File: config.mk
export PLATFORM = sky130hd
export DESIGN_NAME = rename_commit_buffer
export DESIGN_NICKNAME = d
export VERILOG_FILES = /design/src/rtl/rename_commit_buffer.sv
export SDC_FILE = /design/constraint.sdc
export NUM_CORES = 1
export LEC_CHECK = 0
export CAP_MARGIN = 5
export CORE_MARGIN = 2
export CORE_UTILIZATION = 52
export CTS_BUF_LIST = sky130_fd_sc_hd__clkbuf_8 sky130_fd_sc_hd__clkbuf_16
export DETAILED_ROUTE_END_ITERATION = 8
export PLACE_DENSITY = 0.78
export SYNTH_ARGS = -nofsm -noshare
export SYNTH_HDL_FRONTEND = slang
export SYNTH_SLANG_ARGS = --single-unit
File: constraint.sdc
create_clock -name clk -period 4.9 [get_ports clk]
set_clock_uncertainty 0.05 [all_clocks]
set_input_delay 0.98 -clock clk [delete_from_list [all_inputs] [get_ports clk]]
set_output_delay 0.98 -clock clk [all_outputs]
set_load 0.02 [all_outputs]
File: src/rtl/rename_commit_buffer.sv
// In-order commit tracker for rename allocations; feeds the free list with released pregs.
// Optional RCB_BYPASS_EN: a completion that hits the head lets the head commit in the same cycle.
module rename_commit_buffer #(
  parameter int DEPTH  = 16,
  parameter int PREG_W = 6,
  parameter int AREG_W = 5,
  localparam int TAG_W = $clog2(DEPTH),
  localparam int NAREG = 1 << AREG_W
) (
  input  logic              clk,
  input  logic              reset,
  input  logic              stall,
  input  logic              flush,
  input  logic              alloc_valid,
  input  logic [AREG_W-1:0] alloc_areg,
  input  logic [PREG_W-1:0] alloc_preg,
  input  logic [PREG_W-1:0] alloc_old_preg,
  output logic [TAG_W-1:0]  alloc_tag,
  output logic              full,
  input  logic              done_valid,
  input  logic [TAG_W-1:0]  done_tag,
  output logic              commit_valid,
  output logic [AREG_W-1:0] commit_areg,
  output logic [PREG_W-1:0] commit_preg,
  output logic              free_enque,
  output logic [PREG_W-1:0] free_data,
  output logic [PREG_W-1:0] r_mapping [NAREG-1:0]
);

  localparam logic [TAG_W-1:0] TAG_ONE    = 1;
  localparam logic [TAG_W:0]   COUNT_ONE  = 1;
  localparam logic [TAG_W:0]   COUNT_FULL = DEPTH[TAG_W:0];

  logic [DEPTH-1:0]  valid_reg;
  logic [DEPTH-1:0]  done_reg;
  logic [TAG_W-1:0]  head_reg;
  logic [TAG_W-1:0]  tail_reg;
  logic [TAG_W:0]    count_reg;

  logic [AREG_W-1:0] areg_mem [DEPTH];
  logic [PREG_W-1:0] preg_mem [DEPTH];
  logic [PREG_W-1:0] old_mem  [DEPTH];

  logic alloc_fire;
  logic done_hit;
  logic head_done;
  logic commit_fire;

  assign full      = (count_reg == COUNT_FULL);
  assign alloc_tag = tail_reg;

  assign alloc_fire = alloc_valid & ~stall & ~full & ~flush;
  assign done_hit   = done_valid & valid_reg[done_tag] & ~flush;

`ifdef RCB_BYPASS_EN
  assign head_done = done_reg[head_reg] | (done_valid & (done_tag == head_reg));
`else
  assign head_done = done_reg[head_reg];
`endif

  assign commit_fire = valid_reg[head_reg] & head_done & ~stall & ~flush;

  // Record payload needs no reset: it is only read behind a set valid bit.
  always_ff @(posedge clk) begin
    if (alloc_fire) begin
      areg_mem[tail_reg] <= alloc_areg;
      preg_mem[tail_reg] <= alloc_preg;
      old_mem[tail_reg]  <= alloc_old_preg;
    end
  end

  always_ff @(posedge clk or negedge reset) begin
    if (!reset) begin
      valid_reg <= '0;
      done_reg  <= '0;
      head_reg  <= '0;
      tail_reg  <= '0;
      count_reg <= '0;
    end else if (flush) begin
      valid_reg <= '0;
      done_reg  <= '0;
      head_reg  <= '0;
      tail_reg  <= '0;
      count_reg <= '0;
    end else begin
      // Alloc and commit never target the same slot: that would need a full ring.
      for (int i = 0; i < DEPTH; i++) begin
        if (done_hit && (done_tag == TAG_W'(i)))
          done_reg[i] <= 1'b1;
        if (alloc_fire && (tail_reg == TAG_W'(i))) begin
          valid_reg[i] <= 1'b1;
          done_reg[i]  <= 1'b0;
        end else if (commit_fire && (head_reg == TAG_W'(i))) begin
          valid_reg[i] <= 1'b0;
        end
      end
      if (alloc_fire)
        tail_reg <= tail_reg + TAG_ONE;
      if (commit_fire)
        head_reg <= head_reg + TAG_ONE;
      case ({alloc_fire, commit_fire})
        2'b10:   count_reg <= count_reg + COUNT_ONE;
        2'b01:   count_reg <= count_reg - COUNT_ONE;
        default: count_reg <= count_reg;
      endcase
    end
  end

  // Committed map survives flush; it is what the free list rebuilds from.
  always_ff @(posedge clk or negedge reset) begin
    if (!reset) begin
      for (int i = 0; i < NAREG; i++)
        r_mapping[i] <= PREG_W'(i);
    end else if (commit_fire) begin
      r_mapping[areg_mem[head_reg]] <= preg_mem[head_reg];
    end
  end

  always_ff @(posedge clk or negedge reset) begin
    if (!reset) begin
      commit_valid <= 1'b0;
      free_enque   <= 1'b0;
      commit_areg  <= '0;
      commit_preg  <= '0;
      free_data    <= '0;
    end else begin
      commit_valid <= commit_fire;
      free_enque   <= commit_fire;
      commit_areg  <= commit_fire ? areg_mem[head_reg] : '0;
      commit_preg  <= commit_fire ? preg_mem[head_reg] : '0;
      free_data    <= commit_fire ? old_mem[head_reg]  : '0;
    end
  end

endmodule

==> qor.csv <==
stage,metric,value,unit
clocking,TritonCTS clock tree,done,
yosys,Synth Area in Compound Gates,0.0248,
detailed_routing,TritonRoute pass-1 iters,5,
yosys,Post-synth EDFFs,272,
yosys,Simple-Gate Fraction of Synth Area,0.0497,
global_routing,vias in the first global route,12074,
cells_and_area,most frequent cells in the layout,"272 x edfxtp_1, 241 x clkdlybuf4s50_1, 186 x mux2_2",
yosys,Synth Instances,1156,
floorplanning,die height,205,µm
timing,final slew viol count,0,
setup_path,delay of the slowest critical-path stage,960,ps
setup_path,Crit. End Element,flop,
cells_and_area,"Cell Count, Final, Fillers Out",1987,
clocking,clk buf depth,3,
floorplanning,I/O pin count,243,
yosys,Syn Area/Cell,18.1,µm²
detailed_routing,Post-DRT Antenna Nets,0,
placement,Inst Count DP,1890,
yosys,asr flop ratio synth,0.484,
yosys,XOR/XNOR share of the synthesized area,0.00209,
detailed_routing,DRC viols,0,
global_routing,first-pass GRT wire length,74800,µm
setup_path,cells along the critical path,mux4_2 -> a22o_1 -> a221oi_1 -> and2_1 -> nand4_1 -> mux2_2,
cells_and_area,"commonest non-fill, non-tap cell in the layout",edfxtp_1,
floorplanning,Die Wd,205,µm
cells_and_area,layout cells sized above 1,0.337,
floorplanning,core area,0.0397,mm²
yosys,"Cell Area, Synth",0.0209,mm²
global_routing,initial antenna violation count,2,
yosys,main flop type after synthesis,edfxtp_1,
placement,routability cong.,0.819,
global_routing,remaining global-route overflow,0,
timing,Max-slew headroom,0.338,
status,status,"finished, final reports clean",
floorplanning,row count,73,
clocking,CTS Buf Count,51,
timing,final worst-path cycle share,0.810,
cells_and_area,Area Overhead vs Synth,22.8,%
floorplanning,Initial Util,0.527,
global_routing,GRT Overall Usage,0.241,
placement,Port Buffers,242,
pwr,Pleak,9.89,nW
timing,RSZ-0062 raised after global routing,no,
clocking,clock latency on the worst-skew pair,600,ps
setup_path,critical-path maximum fanout,47,
pwr,peak supply drop,0.288,mV
clocking,clock sink count,527,
clocking,H-tree lvl count,2,
yosys,largest family of logic cells by synthesized area,multiplexers,
timing,Max Clk Rate,252,MHz
placement,Post-DP HPWL,30500,µm
clocking,post-CTS setup repair buffer count,0,
cells_and_area,Biggest register,r_mapping,
timing,Final Hold Vio Count,0,
cells_and_area,max FFs per register,192,
yosys,post-synthesis net count,1195,
clocking,hold buffer count at CTS,0,
timing,setup TNS,0,ps
detailed_routing,vias per cell,6.00,
yosys,Synth Area in Adders,0.00753,
detailed_routing,drt total wl,49900,µm
yosys,multiplexer share of the synthesized area,0.201,
clocking,CTS root buf,clkbuf_16,
cells_and_area,fill count,2715,
hold_path,Hold Path Class,input port to asynchronous set/reset pin,
clocking,CTS resizes,0,
setup_path,Critical Path RT,5320,ps
timing,final setup fails,0,
floorplanning,Die Area,0.0419,mm²
clocking,clock slew at reported path FFs,60,ps
cells_and_area,Nets,1457,
setup_path,CP Launch Type,flop,
setup_path,Worst EP arrival,4390,ps
detailed_routing,routed via count,11926,
detailed_routing,Avg WL per Cell,25.1,µm
yosys,"Seq/Total Area, Yosys",0.699,
timing,Tightest Pin Transition,994,ps
yosys,synthesized flop and latch total,527,
detailed_routing,drt initial violations,931,
setup_path,crit path kind,flop to flop,
setup_path,reg-to-reg startpoint,head_reg[0],
yosys,synth unique cells,57,
timing,post-layout min period,3970,ps
yosys,Yosys Warn Count,0,
setup_path,crit path launch,head_reg[0],
setup_path,CP max stage cell,dfrtp_4,
run,Max Cap Violations,0,
global_routing,largest net degree at the start of global routing,113,
cells_and_area,Largest regs,"r_mapping (192), old_mem (96), preg_mem (96)",
pwr,PwrDens,344,mW/mm²
-- Yosys cell counts, types with 5 or more instances --
cell type	number	share of area
nand3b_1	5	0.0018
edfxtp_1	272	0.39
buf_1	5	0.00090
nand4_1	28	0.0084
nand4_2	5	0.0030
nor2b_1	9	0.0027
clkbuf_1	41	0.0073
ha_1	11	0.0066
mux2_1	11	0.0059
a31o_2	16	0.0067
a21oi_1	24	0.0057
nand3_1	14	0.0033
dfstp_2	80	0.10
nor2_1	22	0.0039
inv_1	11	0.0020
dfrtp_1	175	0.21
mux2i_1	7	0.0033
mux4_2	85	0.091
nand2_1	11	0.0020
nor3_1	20	0.0048
o21ai_0	7	0.0017
a31oi_1	5	0.0015
nand4b_1	9	0.0038
mux2_2	186	0.10
and2_1	31	0.0093
buf_2	15	0.0036
-- report_power, final --
group	internal (mW)	switching [mW]	total, mW
Sequential	4.68	0.00713	4.69
Combinational	0.0545	0.139	0.194
Clock	2.32	1.63	3.95
-- stage by stage --
step / hold WS, ps / power (mW) / util / cell area [µm²] / worst slack [ps]
2_1_floorplan: 445 / 4.84 / - / 20900 / 1140
3_3_place_gp: 421 / 4.96 / 0.604 / 24000 / 961
3_5_place_dp: 426 / 4.97 / 0.604 / 24000 / 885
4_1_cts: 428 / 8.90 / 0.647 / 25700 / 902
5_1_grt: 448 / 9.11 / 0.647 / 25700 / 604
6_report: 401 / 8.84 / 0.647 / 25700 / 929
-- cell families after synthesis --
logic type / count (synthesis)
XOR/XNOR: 5
flip-flops: 527
multiplexers: 289
AND/OR/NAND/NOR: 172
AO/OA/AOI/OAI: 73
adder cells (fa/ha/maj): 12
buffers and inverters: 78
-- layer usage --
layer | routed length, µm | vias up | track usage | part of all wire
met3 | 3850 | 104 | 0.0514 | 0.077
met1 | 19900 | 6252 | 0.321 | 0.40
met4 | 1540 | 2 | 0.0784 | 0.031
met5 | 8 | - | 0 | 0.00016
li1 | - | 5049 | - | -
met2 | 24600 | 519 | 0.399 | 0.49
-- cell type report --
cell class / count / area (µm²) / area share
flip-flops and latches: 527 / 14700 / 0.570
multi-input cells: 551 / 5960 / 0.232
repair buffers: 274 / 2680 / 0.104
clock buffers: 58 / 1370 / 0.0534
well taps: 525 / 657 / 0.0255
clock inverters: 38 / 335 / 0.0130
inverters: 13 / 48.8 / 0.00190
diodes: 1 / 2.50 / 0.0000973
-- critical path, delay by kind of cell (launching register included) --
family             cells  cell delay (ps)
and+or+nand+nor        2              870
AOI/OAI and AO/OA      2              920
muxes                  2             1040
DFF                    1              960
-- path summary, 6_finish.rpt --
| kind | end | slack [ps] | cells after the start |
|---|---|---|---|
| setup reg to reg | r_mapping[15] | 930 | 6 |
| min in group clk | r_mapping[191] | 430 | 1 |
| hold reg to reg | r_mapping[191] | 430 | 1 |
| hold / removal | r_mapping[60] | 400 | 1 |
| setup / recovery | r_mapping[15] | 930 | 6 |
| max in group asynchronous | r_mapping[54] | 3310 | 2 |
No activity file was read; power rests on OpenSTA's default activity.
